[src/rtl/adder_pipe_if.sv]
// Handshake bundle for adder_pipe: operand request channel and sum response channel.
// The overflow signal exists only when ADDER_OVERFLOW_EN is defined.
interface adder_pipe_if #(
  parameter int WIDTH = 16
);
  logic             in_valid;
  logic             in_ready;
  logic [WIDTH-1:0] ina;
  logic [WIDTH-1:0] inb;
  logic             carry_in;
  logic             out_valid;
  logic             out_ready;
  logic [WIDTH-1:0] sum_out;
  logic             carry_out;
`ifdef ADDER_OVERFLOW_EN
  logic             overflow;
`endif

  // Source of operands and consumer of results
  modport master (
    output in_valid, ina, inb, carry_in, out_ready,
    input  in_ready, out_valid, sum_out, carry_out
`ifdef ADDER_OVERFLOW_EN
    , input overflow
`endif
  );

  // The adder pipeline itself
  modport slave (
    input  in_valid, ina, inb, carry_in, out_ready,
    output in_ready, out_valid, sum_out, carry_out
`ifdef ADDER_OVERFLOW_EN
    , output overflow
`endif
  );
endinterface

[src/rtl/adder_pipe.sv]
// Pipelined ripple adder: STAGE_W bits per stage, valid/ready flow control with full-pipeline stall.
// Optional signed overflow output is enabled by defining ADDER_OVERFLOW_EN.
module adder_pipe #(
  parameter int WIDTH   = 16,
  parameter int STAGE_W = 4
) (
  input logic         clk,
  input logic         rst,
  adder_pipe_if.slave bus
);
  localparam int STAGES = (STAGE_W < 1) ? 1 : WIDTH / STAGE_W;
  localparam int LAST   = STAGES - 1;
  localparam int MSB    = WIDTH - 1;

  generate
    if (STAGE_W < 1) begin : g_bad_stage_w
      $error("adder_pipe: STAGE_W must be at least 1");
    end else if ((WIDTH % STAGE_W) != 0) begin : g_bad_width
      $error("adder_pipe: WIDTH must be a multiple of STAGE_W");
    end
  endgenerate

  // Per-stage registers: partial sum, carry, remaining operand slices, valid
  logic [WIDTH-1:0]  r_a   [STAGES];
  logic [WIDTH-1:0]  r_b   [STAGES];
  logic [WIDTH-1:0]  r_sum [STAGES];
  logic [STAGES-1:0] r_c;
  logic [STAGES-1:0] r_v;

  // Stage inputs and next-state values
  logic [WIDTH-1:0]   w_a_in  [STAGES];
  logic [WIDTH-1:0]   w_b_in  [STAGES];
  logic [WIDTH-1:0]   w_s_in  [STAGES];
  logic [STAGES-1:0]  w_c_in;
  logic [STAGES-1:0]  w_v_in;
  logic [STAGE_W:0]   w_part  [STAGES];
  logic [WIDTH-1:0]   w_a_nx  [STAGES];
  logic [WIDTH-1:0]   w_b_nx  [STAGES];
  logic [WIDTH-1:0]   w_s_nx  [STAGES];
  logic               w_stall;

  assign w_stall      = r_v[LAST] && !bus.out_ready;
  assign bus.in_ready = !w_stall;

  // Slice addition for every stage; consumed operand slices are cleared
  always_comb begin
    w_a_in = '{default: '0};
    w_b_in = '{default: '0};
    w_s_in = '{default: '0};
    w_part = '{default: '0};
    w_a_nx = '{default: '0};
    w_b_nx = '{default: '0};
    w_s_nx = '{default: '0};
    w_c_in = '0;
    w_v_in = '0;
    for (int k = 0; k < STAGES; k++) begin
      if (k == 0) begin
        w_a_in[k] = bus.ina;
        w_b_in[k] = bus.inb;
        w_s_in[k] = '0;
        w_c_in[k] = bus.carry_in;
        w_v_in[k] = bus.in_valid;
      end else begin
        w_a_in[k] = r_a[k-1];
        w_b_in[k] = r_b[k-1];
        w_s_in[k] = r_sum[k-1];
        w_c_in[k] = r_c[k-1];
        w_v_in[k] = r_v[k-1];
      end
      w_part[k] = {1'b0, w_a_in[k][k*STAGE_W +: STAGE_W]}
                + {1'b0, w_b_in[k][k*STAGE_W +: STAGE_W]}
                + {{STAGE_W{1'b0}}, w_c_in[k]};
      w_s_nx[k] = w_s_in[k];
      w_s_nx[k][k*STAGE_W +: STAGE_W] = w_part[k][STAGE_W-1:0];
      w_a_nx[k] = w_a_in[k];
      w_a_nx[k][k*STAGE_W +: STAGE_W] = {STAGE_W{1'b0}};
      w_b_nx[k] = w_b_in[k];
      w_b_nx[k][k*STAGE_W +: STAGE_W] = {STAGE_W{1'b0}};
    end
  end

  // Pipeline advance: everything holds while the output is stalled
  always_ff @(posedge clk) begin
    if (rst) begin
      for (int k = 0; k < STAGES; k++) begin
        r_a[k]   <= '0;
        r_b[k]   <= '0;
        r_sum[k] <= '0;
        r_c[k]   <= 1'b0;
        r_v[k]   <= 1'b0;
      end
    end else if (!w_stall) begin
      for (int k = 0; k < STAGES; k++) begin
        r_a[k]   <= w_a_nx[k];
        r_b[k]   <= w_b_nx[k];
        r_sum[k] <= w_s_nx[k];
        r_c[k]   <= w_part[k][STAGE_W];
        r_v[k]   <= w_v_in[k];
      end
    end else begin
      for (int k = 0; k < STAGES; k++) begin
        r_a[k]   <= r_a[k];
        r_b[k]   <= r_b[k];
        r_sum[k] <= r_sum[k];
        r_c[k]   <= r_c[k];
        r_v[k]   <= r_v[k];
      end
    end
  end

  assign bus.out_valid = r_v[LAST];
  assign bus.sum_out   = r_sum[LAST];
  assign bus.carry_out = r_c[LAST];

`ifdef ADDER_OVERFLOW_EN
  logic r_ov;
  logic w_ov_nx;

  // The sign bits are still present at the last stage input, where the top slice is added
  assign w_ov_nx = (w_a_in[LAST][MSB] == w_b_in[LAST][MSB]) &&
                   (w_s_nx[LAST][MSB] != w_a_in[LAST][MSB]);

  // Overflow register aligned with the last stage
  always_ff @(posedge clk) begin
    if (rst) begin
      r_ov <= 1'b0;
    end else if (!w_stall) begin
      r_ov <= w_ov_nx;
    end else begin
      r_ov <= r_ov;
    end
  end

  assign bus.overflow = r_ov;
`endif
endmodule

[src/flat_wrapper.sv]
// flat-port wrapper written by rule: the top's interface ports become plain ports
module adder_pipe_flat 
#(
  parameter int WIDTH   = 16,
  parameter int STAGE_W = 4
)
  (clk, rst, bus_in_valid, bus_ina, bus_inb, bus_carry_in, bus_out_ready, bus_in_ready, bus_out_valid, bus_sum_out, bus_carry_out);
  adder_pipe_if #(.WIDTH(WIDTH)) bus_i ();
  input logic clk;
  input logic rst;
  input wire logic [$bits(bus_i.in_valid)-1:0] bus_in_valid;
  input wire logic [$bits(bus_i.ina)-1:0] bus_ina;
  input wire logic [$bits(bus_i.inb)-1:0] bus_inb;
  input wire logic [$bits(bus_i.carry_in)-1:0] bus_carry_in;
  input wire logic [$bits(bus_i.out_ready)-1:0] bus_out_ready;
  output wire logic [$bits(bus_i.in_ready)-1:0] bus_in_ready;
  output wire logic [$bits(bus_i.out_valid)-1:0] bus_out_valid;
  output wire logic [$bits(bus_i.sum_out)-1:0] bus_sum_out;
  output wire logic [$bits(bus_i.carry_out)-1:0] bus_carry_out;
  assign bus_i.in_valid = bus_in_valid;
  assign bus_i.ina = bus_ina;
  assign bus_i.inb = bus_inb;
  assign bus_i.carry_in = bus_carry_in;
  assign bus_i.out_ready = bus_out_ready;
  assign bus_in_ready = bus_i.in_ready;
  assign bus_out_valid = bus_i.out_valid;
  assign bus_sum_out = bus_i.sum_out;
  assign bus_carry_out = bus_i.carry_out;
  adder_pipe #(.WIDTH(WIDTH), .STAGE_W(STAGE_W)) u_core (.clk(clk), .rst(rst), .bus(bus_i));
endmodule
[config.mk]
export PLATFORM = sky130hd
export DESIGN_NAME = adder_pipe_flat
export DESIGN_NICKNAME = d
export VERILOG_FILES = /design/src/rtl/adder_pipe_if.sv /design/src/rtl/adder_pipe.sv /design/src/flat_wrapper.sv
export SDC_FILE = /design/constraint.sdc
export NUM_CORES = 1
export LEC_CHECK = 0
export CORE_MARGIN = 1.5
export CORE_UTILIZATION = 49
export CTS_CLUSTER_DIAMETER = 120
export DETAILED_ROUTE_END_ITERATION = 8
export PLACE_DENSITY = 0.74
export SYNTH_ARGS = -nofsm -noshare
export SYNTH_HDL_FRONTEND = slang
export SYNTH_SLANG_ARGS = --single-unit
export TNS_END_PERCENT = 50
[constraint.sdc]
create_clock -name clk -period 3.32 [get_ports clk]
set_input_delay 0.83 -clock clk [delete_from_list [all_inputs] [get_ports clk]]
set_output_delay 0.83 -clock clk [all_outputs]
set_load 0.05 [all_outputs]
Word level (Yosys, flattened, before mapping)
Memory sizes are Yosys's and may differ from the RTL's.
Index checks and enable logic that the tools add are counted.
{"block": "totals", "wordCells": 74, "ram_bits": 192, "out_inout_bits": 19, "n_memories": 3, "ff_bits": 8, "in_bits": 37}
{"block": "classes", "addsub": 8, "n_reduce_logical": 4, "bitwise": 24, "muxes": 32, "eq_ne": 1}
{"name": "u_core.r_a", "words": 4, "word_bits": 16, "rd": 3, "rd_ports_with_merged_regs": 0, "write_ports": 4, "line_no": "adder_pipe.sv:24", "text": "logic [WIDTH-1:0] r_a [STAGES];"}
{"name": "u_core.r_b", "words": 4, "word_bits": 16, "rd": 3, "rd_ports_with_merged_regs": 0, "write_ports": 4, "line_no": "adder_pipe.sv:25", "text": "logic [WIDTH-1:0] r_b [STAGES];"}
{"name": "u_core.r_sum", "words": 4, "word_bits": 16, "rd": 4, "rd_ports_with_merged_regs": 0, "write_ports": 4, "line_no": "adder_pipe.sv:26", "text": "logic [WIDTH-1:0] r_sum [STAGES];"}
{"operator": "two-way mux 16 bit", "count": 24}
{"operator": "bitwise OR 1 bit", "count": 24}
{"operator": "adder 4 x 4 -> 5 bit", "count": 4}
{"operator": "adder 5 x 1 -> 5 bit", "count": 4}
{"operator": "two-way mux 1 bit", "count": 8}
{"operator": "zero test 1 bit", "count": 2}
{"operator": "AND reduction 2 bit", "count": 1}
{"operator": "logical AND 1 bit", "count": 1}
{"operator": "inequality test 0 bit", "count": 1}

Longest topological paths before layout
Gate-level depths: netlist of the first run.
{"block": "depth", "depth_word": 7, "depth_mapped": 6, "depth_no_buf": 6}

Worst setup path before layout of the first run
No wires, ideal clock.
{"block": "synth_path", "kind": "input -> register", "from": "input port rst", "to": "memory u_core.r_a[0][10] (enable)", "setup_slack_ns": -0.218, "path_stages": 4, "n_path_buf": 2, "setup_time_ns": 0.848, "t_arrival_ns": 2.690, "required_time_ns": 2.472, "path_cell_list": "buf_6 -> inv_2 -> clkbuf_1 -> nand2_1"}
{"item": "from (decl)", "line_no": "flat_wrapper.sv:10", "text": "input logic rst;"}
{"item": "to (decl)", "line_no": "adder_pipe.sv:24"}

Worst setup path after layout of the first run
{"block": "layout_path", "from": "input port bus_out_ready", "to": "output port bus_in_ready"}
{"block": "layout_between", "elab_chain_len": 3}
{"item": "from (decl)", "line_no": "flat_wrapper.sv:15", "text": "input wire logic [$bits(bus_i.out_ready)-1:0] bus_out_ready;"}
{"item": "zero test 1 bit", "line_no": "adder_pipe.sv:42", "text": "assign w_stall = r_v[LAST] && !bus.out_ready;"}
{"item": "logical AND 1 bit", "line_no": "adder_pipe.sv:42"}
{"item": "zero test 1 bit", "line_no": "adder_pipe.sv:43", "text": "assign bus.in_ready = !w_stall;"}
{"item": "to (decl)", "line_no": "flat_wrapper.sv:16", "text": "output wire logic [$bits(bus_i.in_ready)-1:0] bus_in_ready;"}
No other way between the ends.

==> impl_metrics.csv, run 1 <==
group,metric,value,unit
sta,fin_crit_sh,74.0,%
setup_path,end_kind,"primary output",
yosys,synth_ff_type,"edfxtp_1",
hold_path,hold_class,"reg -> reg",
clock_network,cts_tree,"built",
sta,rsz0062_at_grt,"false",
clock_network,cts_root_buf,"clkbuf_8",
sta,finalHoldViolCount,0,
die,die_area,8930,um^2
layout,diodes,0,
die,start_util,50.2,%
setup_path,crit_fanout,2,
sta,finalWorstSetupSlack,862,ps
routing,ant_nets,0,
yosys,yosysSeqAreaShare,68.4,%
grt,grt_antenna_before_repair,0,
setup_path,reg2reg_to,"u_core.r_c[2]",
yosys,synthAdderAreaFrac,7.57,%
setup_path,crit_start,"bus_out_ready",
yosys,synth-compound-area-share,2.99,%
yosys,synth-edff-count,88,
power_and_ir_drop,total_leakage_power,2.11,nW
grt,first_global_vias,2113,
grt,grt_pass1_wl,9.38,mm
yosys,synthCells,285,
yosys,yosys.area_share.simple,16.5,%
run,max-cap-violations,0,
routing,detail_route.first_pass.iterations,4,
power_and_ir_drop,ir_drop,0.260,mV
yosys,synth_area,4100,um^2
sta,tightest_slew,591,ps
clock_network,clk_pin_slew_worst_paths,90,ps
die,dieHeight,94.5,um
power_and_ir_drop,power_density,490,nW/um^2
clock_network,cts_resized,0,
yosys,async_flop_share,0,%
yosys,ys_types,30,
clock_network,cts_max_level,3,
clock_network,clock-sinks,96,
setup_path,cpPeakStageDelay,450,ps
clock_network,clock_latency,360,ps
setup_path,reg2reg_slack,1340,ps
sta,max-slew-margin-rel,60.6,%
grt,grt_max_degree,64,
routing,route.detailed.drc,0,
setup_path,critPathLaunchType,"input port",
run_status,status,"finished clean",
setup_path,r2r_start,"u_core.r_a[1][8]",
setup_path,critPathKind,"in -> out",
routing,wl_per_cell,12.9,um
yosys,synthMuxAreaShare,0.793,%
clock_network,hold_buffers,0,
die,boundaryPins,56,
layout,syn2layout_area_growth,21.1,%
sta,hold_slack,459,ps
sta,fmax,407,MHz
routing,vias,2230,
die,die_w,94.5,um
sta,finClkSkew,7.48,ps
clock_network,clk_path_buf_depth,2,
die,core_region_area,8180,um^2
routing,drtIter0Drc,116,
placement,dp_slack,678,ps
sta,drv_slew,0,
placement,place.gp.congestion,0.705,
yosys,ys_seq_elements,96,
setup_path,critPathRequiredTime,2490,ps
sta,setup_viol,0,
grt,grt.overflow.total,0,
setup_path,worst-r2r-cell-count,5,
placement,dp_hpwl,3.74,mm
clock_network,numCtsBuffers,9,
yosys,syn_nets,342,
setup_path,cp.arrival,1630,ps
yosys,synth_top_family_by_area,"simple AND/OR/NAND/NOR gates",
placement,port_buffers,55,
sta,fin_setup_tns,0,ps
grt,globalRouteTotalUtil,14.1,%
sta,min_period,2460,ps
yosys,yosys_warnings,0,
hold_path,min_from,"u_core.r_v[2]",
hold_path,whs_path_depth,2,
yosys,postSynthAreaPerCell,14.4,um^2
die,rows,33,
layout,drive_gt1_share,7.80,%
clock_network,postCtsSetupRepairBufs,0,
setup_path,crit_chain,"clkdlybuf4s50_1, nor2b_4, inv_2, buf_12",
placement,dpl_cell_area,4750,um^2
routing,routed_wl,5.83,mm
layout,fin_area,4960,um^2
layout,nets,398,
setup_path,slowest_stage,"clkdlybuf4s50_1",
yosys,synthXorXnorAreaFrac,0.214,%
routing,via_per_inst,4.94,
hold_path,hold_path_end,"u_core.r_v[2]",
[layer usage]
metal	global-route usage [%]	share of wire (%)	vias up
li1	-	-	1113
met1	16.9	44	1030
met2	23.6	48	77
met3	3.62	5.5	10
met4	7.09	2.1	0
met5	0	0	-
[registers in the layout, summed over array words and instances (netlist names)]
register,cells
u_core.r_b,24
u_core.r_v,4
u_core.r_a,24
u_core.r_c,4
u_core.r_sum,40
[metrics by stage]
stage	power (mW)	utilization, %	instances
floorplan	1.57	-	285
global placement	1.65	58.1	435
detailed placement	1.66	58.1	435
CTS	2.45	60.7	451
global route	2.52	60.7	451
finish	2.43	60.7	451
[area by class of cell]
cell class	count	area, um^2
Clock buffer	10	128
Clock inverter	6	83.8
Fill cell	646	3210
Inverter	14	52.6
Multi-Input combinational cell	160	1160
Sequential cell	96	2800
Tap cell	105	131
Timing Repair Buffer	60	606
[where the power goes]
group          total, mW  internal, mW  leakage [nW]  switching, mW
Clock              0.801         0.420        0.0999          0.381
Sequential          1.41          1.39          1.11         0.0194
Combinational      0.224         0.112         0.901          0.112
[synthesized netlist by cell type (all sizes together), types with 6 or more instances]
| master | instances | area share, % |
|---|---|---|
| dfxtp | 8 | 3.9 |
| and3 | 31 | 4.7 |
| edfxtp | 88 | 64 |
| clkbuf | 10 | 1.0 |
| fa | 8 | 3.9 |
| a21oi | 8 | 0.98 |
| nor2 | 15 | 1.4 |
| ha | 12 | 3.7 |
| and2b | 6 | 1.1 |
| inv | 14 | 1.3 |
| nand2 | 8 | 0.73 |
| nor2b | 49 | 7.7 |
[critical path, delay by kind of cell]
family	cells	cell delay, ps
buffers and inverters	3	650
AND/OR/NAND/NOR	1	150
[how the worst max path moves through the flow]
stage | to | slack, ps | cells past startpoint
final | bus_in_ready | 860 | 4
after global routing | bus_in_ready | 840 | 4
after CTS | bus_in_ready | 850 | 4
after detailed placement | u_core.r_sum[0][3] | 680 | 5
after global placement | u_core.r_sum[0][3] | 700 | 5
after floorplan | u_core.r_a[0][10] | 650 | 4
[cells by family (layout without fill, tap and decap cells)]
group | Yosys count | in the layout
XOR/XNOR | 1 | 1
AO/OA/AOI/OAI | 20 | 20
multiplexers | 3 | 3
adder cells (fa/ha/maj) | 20 | 20
flip-flops | 96 | 96
buffers and inverters | 29 | 90
AND/OR/NAND/NOR | 116 | 116
[placed cells by master, fill, tap and decap left out, drive strengths merged, types with 5 or more instances in the layout]
cell           count
inv               14
and2b              6
nand2              8
buf                7
nor2              15
edfxtp            88
nor2b             49
dfxtp              8
ha                12
clkbuf            10
and3              31
a21oi              8
clkdlybuf4s50     53
a211oi             5
fa                 8
No activity file was read; power rests on OpenSTA's default activity.
==> run 2, diff against run 1 <==
clock period = 2.2 ns   (was 3.32 ns; I/O delays follow)
==> impl_metrics.csv, run 2 (same netlist as run 1, synthesis figures left out) <==
group,metric,value,unit
routing,top_layer,"met4",
setup_path,end_kind,"primary output",
power_and_ir_drop,power_density,748,nW/um^2
power_and_ir_drop,ir_drop,0.373,mV
grt,grt.overflow.total,0,
placement,dpl_cell_area,4820,um^2
clock_network,clock-sinks,96,
routing,detail_route.first_pass.iterations,4,
sta,rsz0062_at_grt,"false",
routing,vias,2204,
grt,globalRouteTotalUtil,14.9,%
layout,multiInputGateArea,1160,um^2
layout,fin_area,5060,um^2
clock_network,postCtsSetupRepairBufs,0,
grt,first_global_vias,2121,
layout,fill_cells,653,
sta,max-slew-margin-rel,67.0,%
sta,drv_slew,0,
routing,ant_nets,0,
layout,layout_common_cells,"edfxtp_1 (88), clkdlybuf4s50_1 (53), nor2b_1 (48), and3_1 (31), nor2_1 (15)",
layout,top_register,"u_core.r_sum",
clock_network,hold_buffers,0,
die,core_region_area,8180,um^2
layout,top_regs,"u_core.r_sum x40, u_core.r_a x24, u_core.r_b x24",
setup_path,r2r_start,"u_core.r_a[1][8]",
placement,place.gp.congestion,0.757,
placement,dp_hpwl,4.08,mm
setup_path,critPathRequiredTime,1650,ps
layout,fin_util,61.9,%
clock_network,cts_max_level,3,
setup_path,critPathKind,"in -> out",
clock_network,clk_pin_slew_worst_paths,90,ps
layout,drive_gt1_share,8.88,%
clock_network,cts_tree,"built",
routing,drtIter0Drc,86,
run_status,status,"finished clean",
layout,syn2layout_area_growth,23.4,%
grt,grt_max_degree,40,
clock_network,cts_resized,0,
power_and_ir_drop,total_leakage_power,2.16,nW
sta,finClkSkew,13.0,ps
run,max-cap-violations,0,
clock_network,cts_root_buf,"clkbuf_8",
hold_path,hold_class,"reg -> reg",
hold_path,min_from,"u_core.r_v[2]",
routing,via_per_inst,4.85,
clock_network,clock_latency,360,ps
die,die_w,94.5,um
routing,route.detailed.drc,0,
setup_path,crit_start,"bus_out_ready",
die,dieHeight,94.5,um
layout,diodes,0,
sta,fmax,486,MHz
sta,fin_crit_sh,93.5,%
sta,finalHoldViolCount,0,
layout,nets,401,
routing,wl_met2,2.98,mm
sta,setup_viol,0,
sta,min_period,2060,ps
layout,stdcell_count,454,
sta,hold_slack,465,ps
placement,port_buffers,55,
routing,wl_met1,2.71,mm
layout,largest_reg_flops,40,
grt,grt_antenna_before_repair,0,
setup_path,cp.arrival,1510,ps
layout,final_common_cell,"edfxtp_1",
die,rows,33,
die,boundaryPins,56,
routing,routed_wl,6.04,mm
setup_path,crit_fanout,6,
routing,wl_per_cell,13.3,um
clock_network,clk_path_buf_depth,2,
grt,grt_pass1_wl,9.83,mm
sta,tightest_slew,493,ps
setup_path,critPathLaunchType,"input port",
clock_network,numCtsBuffers,9,
layout,seqCellArea,2800,um^2
routing,dr_wl_met3,239,um
placement,numPlacedInstances,438,
die,die_area,8930,um^2
die,start_util,50.2,%
run 2: cell types whose count changed in the layout (fill, tap and decap cells not counted):
| cell | before | now |
|---|---|---|
| buf_4 | 4 | 3 |
| clkinv_4 | 0 | 1 |
| clkinv_1 | 1 | 0 |
| clkinvlp_4 | 2 | 0 |
| clkinv_2 | 1 | 2 |
| buf_12 | 2 | 6 |
| bufinv_16 | 2 | 3 |
run 2: layout make-up:
| type | count | share of cell area [%] |
|---|---|---|
| Clock buffer | 10 | 2.52 |
| Clock inverter | 6 | 2.15 |
| Inverter | 14 | 1.04 |
| Multi-Input combinational cell | 160 | 22.9 |
| Sequential cell | 96 | 55.4 |
| Tap cell | 105 | 2.60 |
| Timing Repair Buffer | 63 | 13.4 |
run 2: metal layers:
| metal | track usage, % | vias to the layer above |
|---|---|---|
| li1 | - | 1119 |
| met1 | 18.1 | 1027 |
| met2 | 24.6 | 50 |
| met3 | 4.03 | 8 |
| met4 | 7.71 | 0 |
| met5 | 0 | - |
run 2: per-stage QoR:
stage	power [mW]	setup slack, ps	TNS [ps]
after floorplan	2.37	275	0
after global placement	2.50	-136	-136
after detailed placement	2.52	-216	-304
after CTS	3.82	124	0
after global routing	3.93	93.2	0
final	3.79	144	0
run 2: final timing paths:
| path | end | slack (ps) | cells after the start |
|---|---|---|---|
| hold reg to reg | u_core.r_v[2] | 460 | 2 |
| setup / recovery | bus_in_ready | 140 | 4 |
| setup reg to reg | u_core.r_c[2] | 190 | 5 |
| hold / removal | u_core.r_v[2] | 460 | 2 |
run 2: power by group:
part	switching [mW]	internal [mW]
registers	0.0294	2.09
logic	0.171	0.175
clock network	0.563	0.753
total	0.764	3.02
run 2: critical path, cell delays in order:
cell,delay [ps]
clkdlybuf4s50_1,440
nor2b_4,240
inv_2,110
buf_12,160
==> run 3, diff against run 2 <==
GPL_TIMING_DRIVEN = 0   (was default)
TNS_END_PERCENT = default   (was 50)
==> impl_metrics.csv, run 3 (same netlist as run 1, synthesis figures left out) <==
group,metric,value,unit
placement,place.gp.congestion,0.782,
layout,fill_cells,623,
power_and_ir_drop,power.total,3.68,mW
power_and_ir_drop,ir_drop,0.359,mV
sta,drv_slew,0,
grt,grt_max_degree,89,
clock_network,numCtsBuffers,9,
sta,min_period,2050,ps
setup_path,end_kind,"primary output",
clock_network,clock_latency,360,ps
layout,stdcell_count,460,
clock_network,cts_tree,"built",
sta,finClkSkew,13.2,ps
sta,setup_viol,0,
setup_path,critPathKind,"reg -> out",
placement,numPlacedInstances,444,
grt,grt_pass1_wl,9.75,mm
routing,via_per_inst,4.84,
layout,syn2layout_area_growth,22.0,%
routing,route.detailed.drc,0,
sta,fin_setup_tns,0,ps
layout,top_register,"u_core.r_sum",
setup_path,reg2reg_slack,240,ps
sta,hold_slack,465,ps
layout,largest_reg_flops,40,
routing,drtIter0Drc,121,
hold_path,hold_class,"reg -> reg",
clock_network,postCtsSetupRepairBufs,0,
layout,layout_common_cells,"edfxtp_1 (88), clkdlybuf4s50_1 (52), nor2b_1 (48), and3_1 (31), nor2_1 (15)",
sta,max-slew-margin-rel,57.8,%
setup_path,cp.arrival,1500,ps
run,max-cap-violations,0,
layout,final_common_cell,"edfxtp_1",
grt,grt.overflow.total,0,
setup_path,crit_buf_inv,1,
layout,drive_gt1_share,8.17,%
die,die_w,94.5,um
grt,grt_antenna_before_repair,0,
die,dieHeight,94.5,um
grt,globalRouteTotalUtil,14.8,%
routing,wl_per_cell,13.1,um
die,core_region_area,8180,um^2
sta,rsz0062_at_grt,"false",
setup_path,crit_fanout,2,
clock_network,clk_pin_slew_worst_paths,90,ps
run_status,status,"finished clean",
routing,detail_route.first_pass.iterations,4,
setup_path,critPathTopFamily,"buffers and inverters",
layout,fin_area,5000,um^2
placement,dpl_cell_area,4780,um^2
clock_network,clock-sinks,96,
setup_path,slowest_stage,"clkdlybuf4s50_1",
sta,fmax,489,MHz
setup_path,critPathLaunchType,"flop",
clock_network,clk_path_buf_depth,2,
clock_network,cts_root_buf,"clkbuf_8",
layout,nets,407,
layout,diodes,0,
routing,vias,2227,
setup_path,crit_chain,"clkdlybuf4s50_1",
grt,first_global_vias,2082,
sta,finalHoldViolCount,0,
sta,fin_crit_sh,93.0,%
placement,dp_hpwl,4.11,mm
die,die_area,8930,um^2
power_and_ir_drop,total_leakage_power,2.13,nW
routing,ant_nets,0,
layout,top_regs,"u_core.r_sum x40, u_core.r_a x24, u_core.r_b x24",
sta,tightest_slew,633,ps
power_and_ir_drop,power_density,735,nW/um^2
die,start_util,50.2,%
placement,port_buffers,54,
die,boundaryPins,56,
setup_path,critPathRequiredTime,1650,ps
clock_network,hold_buffers,0,
die,rows,33,
layout,seqCellArea,2800,um^2
setup_path,cpPeakStageDelay,800,ps
routing,routed_wl,6.01,mm
layout,multiInputGateArea,1170,um^2
clock_network,cts_max_level,3,
run 3: power by group:
group	switching (mW)	internal, mW
combinational	0.172	0.172
sequential	0.0287	2.09
clock	0.581	0.630
total	0.782	2.90
run 3: timing repair:
action,in CTS,in global routing
pin swaps,0,0
setup endpoints to repair,1,89
resized for setup,7,2
run 3: final timing paths:
| path | end | cells after the start | start |
|---|---|---|---|
| setup / recovery | bus_carry_out | 1 | u_core.r_c[3] |
| hold / removal | u_core.r_v[0] | 2 | u_core.r_v[0] |
| setup reg to reg | u_core.r_c[2] | 5 | u_core.r_a[1][8] |
| hold reg to reg | u_core.r_v[0] | 2 | u_core.r_v[0] |
run 3: area by class of cell:
type / count / share of cell area, %
inverters: 14 / 1.05
well taps: 105 / 2.63
plain buffers: 15 / 1.85
clock buffers: 9 / 2.48
clock inverters: 7 / 1.73
flip-flops and latches: 96 / 56.0
multi-input cells: 160 / 23.4
repair buffers: 54 / 10.9
run 3: per-layer routing:
metal | GRT usage, % | up-vias | part of all wire (%)
li1 | - | 1140 | -
met1 | 18.4 | 1023 | 45
met2 | 24.3 | 55 | 49
met3 | 4.35 | 9 | 4.3
met4 | 6.22 | 0 | 1.7
met5 | 0 | - | 0
run 3: through the flow:
stage                     worst slack, ps  util, %
after floorplan                       275        -
after global placement               -594     58.5
after detailed placement             -594     58.5
after CTS                            9.49     61.0
after global routing                 97.4     61.2
final                                 154     61.2
